$ cat src/rtl/seq_pattern_gen.sv
// Serial frame source for the sliding-window sequence detector.
// Emits 1110 (01)^N 11, one bit per clock; negative frames end in 10 instead.
module seq_pattern_gen #(
  parameter int REP_W = 4
) (
  input  logic             clk,
  input  logic             rst_n,
  input  logic             start,
  input  logic [REP_W-1:0] rep,
  input  logic             neg,
  input  logic             abort,
  output logic             ready,
  output logic             valid,
  output logic             out,
  output logic             done
);

  typedef enum logic [1:0] {
    ST_IDLE = 2'd0,
    ST_HEAD = 2'd1,
    ST_MID  = 2'd2,
    ST_TAIL = 2'd3
  } state_t;

  state_t           r_state;
  logic [1:0]       r_idx;
  logic [REP_W-1:0] r_pair_cnt;
  logic [REP_W-1:0] r_rep_q;
  logic             r_neg_q;
  logic             r_out;
  logic             r_valid;
  logic             r_done;

  logic             w_last_bit;
  logic             w_accept;

  // The registered state always describes the bit currently on out, so the
  // final tail bit is also the cycle where a follow-on frame can be accepted.
  assign w_last_bit = (r_state == ST_TAIL) && (r_idx == 2'd1);
  assign ready      = (r_state == ST_IDLE) || w_last_bit;
  assign w_accept   = start && ready && (rep != {REP_W{1'b0}});

  assign out   = r_out;
  assign valid = r_valid;
  assign done  = r_done;

  // Frame sequencer: state, counters and registered serial outputs.
  always_ff @(posedge clk or negedge rst_n) begin
    if (!rst_n) begin
      r_state    <= ST_IDLE;
      r_idx      <= 2'd0;
      r_pair_cnt <= {REP_W{1'b0}};
      r_rep_q    <= {REP_W{1'b0}};
      r_neg_q    <= 1'b0;
      r_out      <= 1'b0;
      r_valid    <= 1'b0;
      r_done     <= 1'b0;
    end else if (abort) begin
      r_state    <= ST_IDLE;
      r_idx      <= 2'd0;
      r_pair_cnt <= {REP_W{1'b0}};
      r_out      <= 1'b0;
      r_valid    <= 1'b0;
      r_done     <= 1'b0;
    end else if (w_accept) begin
      r_state    <= ST_HEAD;
      r_idx      <= 2'd0;
      r_pair_cnt <= {REP_W{1'b0}};
      r_rep_q    <= rep;
      r_neg_q    <= neg;
      r_out      <= 1'b1;
      r_valid    <= 1'b1;
      r_done     <= 1'b0;
    end else begin
      case (r_state)
        ST_IDLE: begin
          r_idx   <= 2'd0;
          r_out   <= 1'b0;
          r_valid <= 1'b0;
          r_done  <= 1'b0;
        end
        ST_HEAD: begin
          r_valid <= 1'b1;
          r_done  <= 1'b0;
          if (r_idx == 2'd3) begin
            r_state    <= ST_MID;
            r_idx      <= 2'd0;
            r_pair_cnt <= REP_W'(1);
            r_out      <= 1'b0;
          end else begin
            r_idx <= r_idx + 2'd1;
            // Head pattern 1,1,1,0: only the step into index 3 emits a zero.
            r_out <= (r_idx != 2'd2);
          end
        end
        ST_MID: begin
          r_valid <= 1'b1;
          r_done  <= 1'b0;
          if (r_idx == 2'd0) begin
            r_idx <= 2'd1;
            r_out <= 1'b1;
          end else if (r_pair_cnt == r_rep_q) begin
            r_state <= ST_TAIL;
            r_idx   <= 2'd0;
            r_out   <= 1'b1;
          end else begin
            r_pair_cnt <= r_pair_cnt + REP_W'(1);
            r_idx      <= 2'd0;
            r_out      <= 1'b0;
          end
        end
        ST_TAIL: begin
          if (r_idx == 2'd0) begin
            r_idx   <= 2'd1;
            r_out   <= ~r_neg_q;
            r_valid <= 1'b1;
            r_done  <= 1'b1;
          end else begin
            r_state    <= ST_IDLE;
            r_idx      <= 2'd0;
            r_pair_cnt <= {REP_W{1'b0}};
            r_out      <= 1'b0;
            r_valid    <= 1'b0;
            r_done     <= 1'b0;
          end
        end
        default: begin
          r_state <= ST_IDLE;
          r_idx   <= 2'd0;
          r_out   <= 1'b0;
          r_valid <= 1'b0;
          r_done  <= 1'b0;
        end
      endcase
    end
  end

endmodule
$ cat config.mk
export PLATFORM = sky130hd
export DESIGN_NAME = seq_pattern_gen
export DESIGN_NICKNAME = d
export VERILOG_FILES = /design/src/rtl/seq_pattern_gen.sv
export SDC_FILE = /design/constraint.sdc
export NUM_CORES = 1
export LEC_CHECK = 0
export BUFFER_PORTS_ARGS = -buffer_cell sky130_fd_sc_hd__buf_2
export CORE_ASPECT_RATIO = 0.5
export CORE_UTILIZATION = 25
export DETAILED_ROUTE_END_ITERATION = 8
export GPL_TIMING_DRIVEN = 0
export RECOVER_POWER = 25
export SETUP_SLACK_MARGIN = 0.05
export SYNTH_ARGS = -nofsm -noshare
export SYNTH_HDL_FRONTEND = slang
export SYNTH_SLANG_ARGS = --single-unit
$ cat constraint.sdc
create_clock -name clk -period 3.2 [get_ports clk]
set_input_delay 0 -clock clk [delete_from_list [all_inputs] [get_ports clk]]
set_output_delay 0 -clock clk [all_outputs]
set_load 0.01 [all_outputs]
==> summary.md, run 1 <==
| Metric | Value |
|---|---|
| Status | `completed` |
| Post-Syn Instances | `105` |
| Clock root buffer | `clkbuf_8` |
| Hold EP | `r_state[0]$_DFFE_PN0P_` |
| Sequential element share of the synthesized area | `0.381` |
| RSZ-0062 raised after global routing | `no` |
| Max_slew headroom | `0.405` |
| Initial antenna violation count | `0` |
| Period utilization | `0.673` |
| CTS Sinks | `16` |
| Reg2reg path depth | `5` |
| Post-Route WL | `2370 um` |
| Via density | `4.83` |
| ANT nets after route | `0` |
| Pre-antenna DRT Iters | `4` |
| Clock Skews | `1.65 ps` |
| Worst slew pin tran | `892 ps` |
| Final hold viol count | `0` |
| Residual DRC | `0` |
| Nature of the critical path startpoint | `register` |
| Met3 WL | `103 um` |
| Final RePlAce weighted congestion | `0.791` |
| Vias in the first global route | `784` |
| CP Max Fanout | `8` |
| Final Setup Violations | `0` |
| Maximum VDD drop | `0.000129 V` |
| Highest layer used for signal routing | `met4` |
| Async set or reset register ratio after synthesis | `1.00` |
| Synth Warn # | `0` |
| Psw | `0.191 mW` |
| DIE HEIGHT | `47.8 um` |
| R2R Path End | `r_rep_q[1]$_DFFE_PN0P_` |
| Worst Path Arrival | `2300 ps` |
| Max cap viols | `0` |
| DP Area | `1170 um2` |
| Combinational power share | `0.283` |
| Slew Viols, Final | `0` |
| Hold Slack | `47.2 ps` |
| Wire length on met1 | `1150 um` |
| TritonCTS clock tree | `yes` |
| Top FF cell, synth | `dfrtp_1` |
| PortBufs | `11` |
| Switching Share | `0.313` |
| Worst flop-to-flop path startpoint | `r_state[0]$_DFFE_PN0P_` |
| Design Area, Final | `1290 um2` |
| Post-CTS setup buffers | `0` |
| P_int | `0.418 mW` |
| Largest net degree at the start of global routing | `17` |
| Most common cell after layout, fill and taps aside | `dfrtp_1` |
| Crit path kind | `reg2reg` |
| Hold depth | `2` |
| Post-route minimum period | `2150 ps` |
| Die width | `93.6 um` |
| FF+latch count, synth | `16` |
| CTS Buffer Depth | `2` |
| Max Clk Rate | `464 MHz` |
| Num rows | `16` |
| Total GRT Usage | `0.117` |
| Reg2Reg Setup Slack | `1050 ps` |
| Worst Path Required | `3340 ps` |
| Leak | `0.591 nW` |
| P&R area growth vs syn | `22.5%` |
| Worst hold start | `abort` |
| Die area | `4480 um2` |
| Post-CTS Resized | `0` |
| CP Capture Type | `register` |
| Hold Crit Class | `in2reg` |
| Post-Route Utilization | `0.324` |
| Clock power frac | `0.300` |
| Synth cell types | `38` |
| Core Area | `3960 um2` |
| Clock transition at path regs | `60 ps` |
| Ant. Diodes | `0` |
| Wirelength per Cell | `13.2 um` |
| H-Tree Level Count | `1` |
| PD cells | `474 nW/um2` |
| Commonest non-fill, non-tap cells in the layout | `dfrtp_1, buf_2, ha_1` |
| Ports | `13` |
| Global-route wire length before repair | `3780 um` |
| Critical Path Start | `r_state[0]$_DFFE_PN0P_` |
| Metal2 WL | `1090 um` |
| Final setup TNS | `0 ps` |
| Post-synth design cell area | `1050 um2` |
| Avg Cell Area, Syn | `10.0 um2` |
| Seq pwr share | `0.417` |
| Final #Nets | `146` |
| DR vias | `870` |
| Layout cells sized above 1 | `0.206` |
| DR iter-0 viols | `97` |
| Initial Util | `0.265` |
| Synth Net Count | `124` |
| Worst skew pair latency | `250 ps` |
| Overflow after GRT | `0` |
| Final HPWL from detailed placement | `1690 um` |
| Total CTS buffers | `3` |
| Post-synth EDFFs | `0` |
power by group through the flow:
stage               Sequential, mW  Combinational (mW)  Clock (mW)
floorplan                    0.253               0.123           0
global placement             0.258               0.163           0
detailed placement           0.258               0.166           0
CTS                          0.254               0.172       0.190
global route                 0.258               0.194       0.194
finish                       0.254               0.172       0.183
cells by family (layout without fill, tap and decap cells):
family                   after synthesis  in the layout  synth area share
XOR/XNOR                               4              4            0.0334
multiplexers                           6              6            0.0632
AO/OA/AOI/OAI                         22             22             0.147
buffers and inverters                  9             30            0.0381
adder cells (fa/ha/maj)               10             10             0.119
flip-flops                            16             16             0.381
AND/OR/NAND/NOR                       38             38             0.218
flip-flops by register name, indices dropped and copies added (netlist names):
signal and cells:
done 1, out 1, r_idx 2, r_neg_q 1, r_pair_cnt 4, r_rep_q 4
r_state 2, valid 1
layout make-up:
class / instances / area (um2)
inverter: 6 / 22.5
multi-input combinational: 80 / 609
clock buffer: 4 / 55.1
tap: 54 / 67.6
timing repair buffer: 17 / 114
sequential: 16 / 400
fill: 416 / 2680
buffer: 3 / 17.5
worst max-delay path: stages, from the launching register on:
cell,delay [ps]
dfrtp_1,410
ha_1,310
a21o_2,230
nand2_1,200
nor2_1,480
mux2_2,400
repair_timing:
action	in CTS	in global routing
hold buffers	6	0
setup endpoints to repair	0	0
endpoints found under the hold margin	21	0
Yosys cell counts (2+ instances only):
library cell,count,area (um2)
dfrtp_1,16,400
ha_1,10,125
nand3_1,8,40.0
inv_1,6,22.5
mux2_2,5,56.3
nand2_1,5,18.8
a21oi_1,4,20.0
nand2b_1,4,25.0
o21ai_0,4,20.0
xor2_1,4,35.0
nor2_1,3,11.3
nor3_1,3,15.0
nor4_1,3,18.8
a2bb2oi_1,2,17.5
a31oi_1,2,12.5
nand4b_1,2,17.5
o22ai_1,2,12.5
or4b_1,2,20.0
how the worst max path moves through the flow:
stage | to | depth (start not counted) | slack, ps
5_1_grt | r_rep_q[1]$_DFFE_PN0P_ | 5 | 930
6_report | r_rep_q[1]$_DFFE_PN0P_ | 5 | 1050
4_1_cts | r_neg_q$_DFFE_PN0P_ | 5 | 1080
3_5_place_dp | r_neg_q$_DFFE_PN0P_ | 5 | 1080
2_1_floorplan | r_neg_q$_DFFE_PN0P_ | 5 | 1410
3_3_place_gp | r_rep_q[1]$_DFFE_PN0P_ | 5 | 1090
per-layer routing:
metal  global-route usage  vias up
li1                     -      431
met4               0.0462        0
met1                0.155      414
met2                0.187       20
met5                    0        -
met3               0.0349        5
through the flow:
stage | std cells | power (mW) | worst slack (ps)
2_1_floorplan | 105 | 0.375 | 1410
3_3_place_gp | 170 | 0.420 | 1090
3_5_place_dp | 170 | 0.424 | 1080
4_1_cts | 180 | 0.616 | 1080
5_1_grt | 180 | 0.646 | 932
6_report | 180 | 0.609 | 1050
Power figures use the tool's default switching activity.
==> run 2, diff against run 1 <==
==> constraint.sdc (replaced) <==
create_clock -name clk -period 2 [get_ports clk]
set_input_delay 0 -clock clk [delete_from_list [all_inputs] [get_ports clk]]
set_output_delay 0 -clock clk [all_outputs]
set_load 0.01 [all_outputs]
==> summary.md, run 2 (synthesized netlist as in run 1, its figures left out) <==
| Metric | Value |
|---|---|
| Crit path kind | `reg2reg` |
| CP Max Fanout | `8 (unchanged)` |
| ANT nets after route | `0 (unchanged)` |
| Layout cells sized above 1 | `0.262 (+0.0556)` |
| Slew Viols, Final | `0 (unchanged)` |
| Leak | `0.596 nW (+0.92%)` |
| Initial Util | `0.265 (unchanged)` |
| Via density | `4.89 (+1.1%)` |
| CTS Buffer Depth | `2 (unchanged)` |
| Clock power frac | `0.289 (-0.011)` |
| Final setup TNS | `0 ps (unchanged)` |
| Final HPWL from detailed placement | `1690 um (unchanged)` |
| RSZ-0062 raised after global routing | `no` |
| Num rows | `16 (unchanged)` |
| PortBufs | `11 (unchanged)` |
| Worst Path Required | `2140 ps (-1200 ps)` |
| DR vias | `880 (+1.1%)` |
| Final Setup Violations | `0 (unchanged)` |
| Vias in the first global route | `784 (unchanged)` |
| Post-CTS setup buffers | `0 (unchanged)` |
| Wirelength per Cell | `13.6 um (+3.1%)` |
| Worst skew pair latency | `250 ps (about the same)` |
| P_int | `0.689 mW (+65%)` |
| Switching Share | `0.322 (+0.00931)` |
| Clock Skews | `1.39 ps (-0.259 ps)` |
| Core Area | `3960 um2 (unchanged)` |
| P&R area growth vs syn | `28.0%` |
| DR iter-0 viols | `73 (-25%)` |
| Ant. Diodes | `0 (unchanged)` |
| Final #Nets | `146 (unchanged)` |
| Commonest non-fill, non-tap cells in the layout | `dfrtp_1, buf_2, ha_1` |
| H-Tree Level Count | `1 (unchanged)` |
| Combinational power share | `0.311 (+0.028)` |
| Hold Crit Class | `in2reg` |
| Nature of the critical path startpoint | `register` |
| Maximum VDD drop | `0.000228 V (+77%)` |
| CP Capture Type | `register` |
| Residual DRC | `0 (unchanged)` |
| TritonCTS clock tree | `yes` |
| Post-Route WL | `2450 um (+3.1%)` |
| Post-Route Utilization | `0.339 (+0.0145)` |
| Seq pwr share | `0.400 (-0.017)` |
| Ports | `13 (unchanged)` |
| Pre-antenna DRT Iters | `4 (unchanged)` |
| Max cap viols | `0 (unchanged)` |
| Die width | `93.6 um (unchanged)` |
| Initial antenna violation count | `0 (unchanged)` |
| Psw | `0.328 mW (+72%)` |
| Top Registers | `r_pair_cnt (4), r_rep_q (4)` |
| Max Clk Rate | `545 MHz (+17%)` |
| PD cells | `756 nW/um2 (+60%)` |
| # fillers | `416 (unchanged)` |
| Final RePlAce weighted congestion | `0.791 (unchanged)` |
| Clock root buffer | `clkbuf_8` |
| Worst Path Arrival | `1980 ps (-320 ps)` |
| Die area | `4480 um2 (unchanged)` |
| Global-route wire length before repair | `3780 um (unchanged)` |
| Total CTS buffers | `3 (unchanged)` |
| Largest net degree at the start of global routing | `17 (unchanged)` |
| Period utilization | `0.917 (+0.244)` |
| Max_slew headroom | `0.415 (+0.00984)` |
| Post-route minimum period | `1830 ps (-321 ps)` |
| CTS Sinks | `16 (unchanged)` |
| Worst slew pin tran | `877 ps (-14.8 ps)` |
| Clock transition at path regs | `60 ps (about the same)` |
| Total GRT Usage | `0.117 (unchanged)` |
| Most common cell after layout, fill and taps aside | `dfrtp_1` |
| Status | `completed` |
| Overflow after GRT | `0 (unchanged)` |
| Final hold viol count | `0 (unchanged)` |
| DIE HEIGHT | `47.8 um (unchanged)` |
[run 2: per-layer routing]
layer  up-vias  part of all wire  global-route usage
met5         -                 0                   0
met3         5             0.032              0.0349
met4         0             0.012              0.0462
met1       426              0.49               0.155
met2        12              0.47               0.187
li1        437                 -                   -
[run 2: path summary, 6_finish.rpt]
path                                        start                        end  slack (ps)  depth (start not counted)
max                        r_state[0]$_DFFE_PN0P_     r_rep_q[1]$_DFFE_PN0P_         170                          5
min                                         abort     r_state[0]$_DFFE_PN0P_          80                          2
max reg2reg                r_state[0]$_DFFE_PN0P_     r_rep_q[1]$_DFFE_PN0P_         170                          5
min reg2reg                r_rep_q[2]$_DFFE_PN0P_     r_rep_q[2]$_DFFE_PN0P_         540                          1
max in group asynchronous                   rst_n  r_pair_cnt[2]$_DFFE_PN0P_        1090                          2
min in group asynchronous                   rst_n            valid$_DFF_PN0_         380                          2
[run 2: repair_timing]
action	4_1_cts	5_1_grt
gates resized for setup	4	8
endpoints found under the hold margin	21	0
hold buffers	6	0
setup endpoints to repair	7	8
pin swaps	0	1
[run 2: power groups by stage]
stage,clock network [mW],registers [mW],logic [mW]
2_1_floorplan,0,0.404,0.196
4_1_cts,0.304,0.406,0.283
3_5_place_dp,0,0.412,0.265
3_3_place_gp,0,0.412,0.260
6_report,0.293,0.406,0.317
5_1_grt,0.311,0.413,0.350
[run 2: final cells by class]
cell class	instances	area, um2	share of cell area
inverters	6	22.5	0.0168
multi-input cells	80	667	0.496
repair buffers	17	114	0.0847
well taps	54	67.6	0.0503
flip-flops and latches	16	400	0.298
plain buffers	3	17.5	0.0130
clock buffers	4	55.1	0.0410
[run 2: worst max-delay path: stages (launching register included)]
cell,delay [ps]
dfrtp_1,420
ha_2,310
a21o_2,230
nand2_2,150
nor2_4,250
mux2_2,360
[run 2: metrics by stage]
stage	hold slack, ps	setup WS [ps]	power (mW)	instances	area (um2)
2_1_floorplan	-296	212	0.600	105	1050
3_3_place_gp	-63.5	-114	0.672	170	1170
3_5_place_dp	-60.0	-120	0.678	170	1170
4_1_cts	74.0	50.7	0.993	180	1310
5_1_grt	106	83.0	1.07	180	1340
6_report	76.9	166	1.02	180	1340
==> run 3, diff against run 2 <==
--- a/config.mk
+++ b/config.mk
@@ -11,7 +11,7 @@
 export DETAILED_ROUTE_END_ITERATION = 8
 export GPL_TIMING_DRIVEN = 0
 export RECOVER_POWER = 25
-export SETUP_SLACK_MARGIN = 0.05
+export SETUP_SLACK_MARGIN = 0.2
 export SYNTH_ARGS = -nofsm -noshare
 export SYNTH_HDL_FRONTEND = slang
 export SYNTH_SLANG_ARGS = --single-unit
==> summary.md, run 3 (synthesized netlist as in run 1, its figures left out) <==
| Metric | Value |
|---|---|
| Post-Route WL | `2500 um (+2.1%)` |
| DIE HEIGHT | `47.8 um (unchanged)` |
| Clock root buffer | `clkbuf_8` |
| Slew Viols, Final | `0 (unchanged)` |
| Crit-path cells | `inv_1 -> ha_2 -> and2b_2 -> a21boi_4 -> or4b_1 -> nand3_1` |
| # fillers | `404 (-2.9%)` |
| Vias in the first global route | `786 (+0.26%)` |
| Initial antenna violation count | `0 (unchanged)` |
| Nature of the critical path startpoint | `register` |
| Final hold viol count | `0 (unchanged)` |
| H-Tree Level Count | `1 (unchanged)` |
| Max cap viols | `0 (unchanged)` |
| Reg2reg path depth | `6 (+1)` |
| Combinational power share | `0.333 (+0.022)` |
| RSZ-0062 raised after global routing | `yes` |
| Hold Crit Class | `in2reg` |
| Largest net degree at the start of global routing | `17 (unchanged)` |
| ANT nets after route | `0 (unchanged)` |
| Max incr delay on CP | `450 ps (+30 ps)` |
| Layout cells sized above 1 | `0.336 (+0.0740)` |
| Switching Share | `0.329 (+0.00636)` |
| Global-route wire length before repair | `3840 um (+1.5%)` |
| Total CTS buffers | `3 (unchanged)` |
| Worst Path Required | `2190 ps (+50 ps)` |
| Pre-antenna DRT Iters | `4 (unchanged)` |
| Wirelength per Cell | `13.7 um (+0.96%)` |
| Slowest cell on crit path | `dfrtp_2` |
| P_int | `0.712 mW (+3.4%)` |
| Worst skew pair latency | `260 ps (about the same)` |
| Maximum VDD drop | `0.000247 V (+8.3%)` |
| Top Registers | `r_pair_cnt (4), r_rep_q (4)` |
| Status | `completed` |
| Core Area | `3960 um2 (unchanged)` |
| Crit path kind | `reg2reg` |
| CTS Buffer Depth | `2 (unchanged)` |
| Final HPWL from detailed placement | `1690 um (unchanged)` |
| Post-Route Utilization | `0.359 (+0.0199)` |
| R2R Path End | `r_pair_cnt[0]$_DFFE_PN0P_` |
| Ant. Diodes | `0 (unchanged)` |
| Worst slew pin tran | `889 ps (+11.8 ps)` |
| Overflow after GRT | `0 (unchanged)` |
| Leak | `0.610 nW (+2.2%)` |
| Design Area, Final | `1420 um2 (+5.9%)` |
| Hold depth | `2 (unchanged)` |
| Initial Util | `0.265 (unchanged)` |
| Total GRT Usage | `0.119 (+0.00144)` |
| Final RePlAce weighted congestion | `0.791 (unchanged)` |
| TritonCTS clock tree | `yes` |
| Largest delay share family, worst path | `simple AND/OR/NAND/NOR gates` |
| Via density | `4.92 (+0.70%)` |
| Post-Layout Cell Count | `182 (+1.1%)` |
| Worst Path Arrival | `1940 ps (-40 ps)` |
| PD cells | `746 nW/um2 (-1.4%)` |
| Num rows | `16 (unchanged)` |
| Clock transition at path regs | `70 ps (about the same)` |
| Seq pwr share | `0.388 (-0.012)` |
| Residual DRC | `0 (unchanged)` |
| CP Max Fanout | `5 (-3)` |
| FF/Latch Area | `403 um2 (+0.62%)` |
| Ports | `13 (unchanged)` |
| Die width | `93.6 um (unchanged)` |
| Clock Skews | `1.88 ps (+0.492 ps)` |
| Commonest non-fill, non-tap cells in the layout | `dfrtp_1, buf_2, nand3_1, ha_1, dlygate4sd3_1` |
| Die area | `4480 um2 (unchanged)` |
| PortBufs | `11 (unchanged)` |
| DR iter-0 viols | `123 (+68%)` |
| Most common cell after layout, fill and taps aside | `dfrtp_1` |
| P&R area growth vs syn | `35.5%` |
| Post-route minimum period | `1750 ps (-82.6 ps)` |
| Worst hold start | `abort` |
| Max_slew headroom | `0.407 (-0.00790)` |
| Final #Nets | `148 (+1.4%)` |
| Multi-input gate area | `722 um2 (+8.3%)` |
| Reg2Reg Setup Slack | `250 ps (+80 ps)` |
| Psw | `0.349 mW (+6.4%)` |
| DP Cell Count | `170 (unchanged)` |
| Final Setup Violations | `0 (unchanged)` |
| Hold Slack | `44.4 ps (-32.5 ps)` |
| Hold EP | `r_state[0]$_DFFE_PN0P_` |
| Crit path buffers/inverters | `1 (+1)` |
| Worst flop-to-flop path startpoint | `r_state[0]$_DFFE_PN0P_` |
| CP Capture Type | `register` |
| Clock power frac | `0.279 (-0.010)` |
| Period utilization | `0.876 (-0.0413)` |
| DR vias | `896 (+1.8%)` |
| CTS Sinks | `16 (unchanged)` |
| DP Area | `1170 um2 (unchanged)` |
| Pwr Total | `1.06 mW (+4.4%)` |
| Max Clk Rate | `571 MHz (+4.7%)` |
[run 3: changes by cell type in the layout (fill, tap and decap cells not counted), sizes merged]
cell,previous run,this run
buf,12,14
[run 3: final cells by class]
class | instances | share of cell area
multi-input cells | 80 | 0.507
clock buffers | 4 | 0.0387
inverters | 6 | 0.0158
repair buffers | 19 | 0.0906
plain buffers | 3 | 0.0167
flip-flops and latches | 16 | 0.283
well taps | 54 | 0.0475
[run 3: timing repair]
item,4_1_cts,5_1_grt
hold buffers,6,0
cloned,0,0
endpoints found under the setup margin,10,10
buffers inserted,0,2
hold endpoints to repair,21,0
pin swaps,3,4
gates resized for setup,14,13
[run 3: how the worst max path moves through the flow]
stage / slack, ps / from / endpoint / depth (start not counted)
after floorplan: 210 / r_state[0]$_DFFE_PN0P_ / r_neg_q$_DFFE_PN0P_ / 5
after detailed placement: -120 / r_state[0]$_DFFE_PN0P_ / r_neg_q$_DFFE_PN0P_ / 5
after global placement: -110 / r_state[0]$_DFFE_PN0P_ / r_rep_q[1]$_DFFE_PN0P_ / 5
after global routing: 180 / r_state[0]$_DFFE_PN0P_ / r_pair_cnt[2]$_DFFE_PN0P_ / 6
after CTS: 210 / r_state[0]$_DFFE_PN0P_ / r_neg_q$_DFFE_PN0P_ / 5
final: 250 / r_state[0]$_DFFE_PN0P_ / r_pair_cnt[0]$_DFFE_PN0P_ / 6
[run 3: power by group through the flow]
stage               clock [mW]  sequential, mW  combinational, mW
detailed placement           0           0.412              0.265
global placement             0           0.412              0.260
floorplan                    0           0.404              0.196
CTS                      0.304           0.406              0.314
global route             0.311           0.417              0.388
finish                   0.296           0.411              0.354
[run 3: per-layer routing]
| metal | wire length, um | global-route usage | vias to the layer above |
|---|---|---|---|
| met3 | 90 | 0.0349 | 5 |
| met2 | 1170 | 0.190 | 10 |
| met4 | 30 | 0.0462 | 0 |
| met1 | 1200 | 0.157 | 438 |
| li1 | - | - | 443 |
| met5 | 0 | 0 | - |
[run 3: through the flow]
| stage | setup TNS (ps) | setup slack [ps] |
|---|---|---|
| 5_1_grt | 0 | 185 |
| 4_1_cts | 0 | 211 |
| 6_report | 0 | 249 |
| 2_1_floorplan | 0 | 212 |
| 3_3_place_gp | -559 | -114 |
| 3_5_place_dp | -588 | -120 |
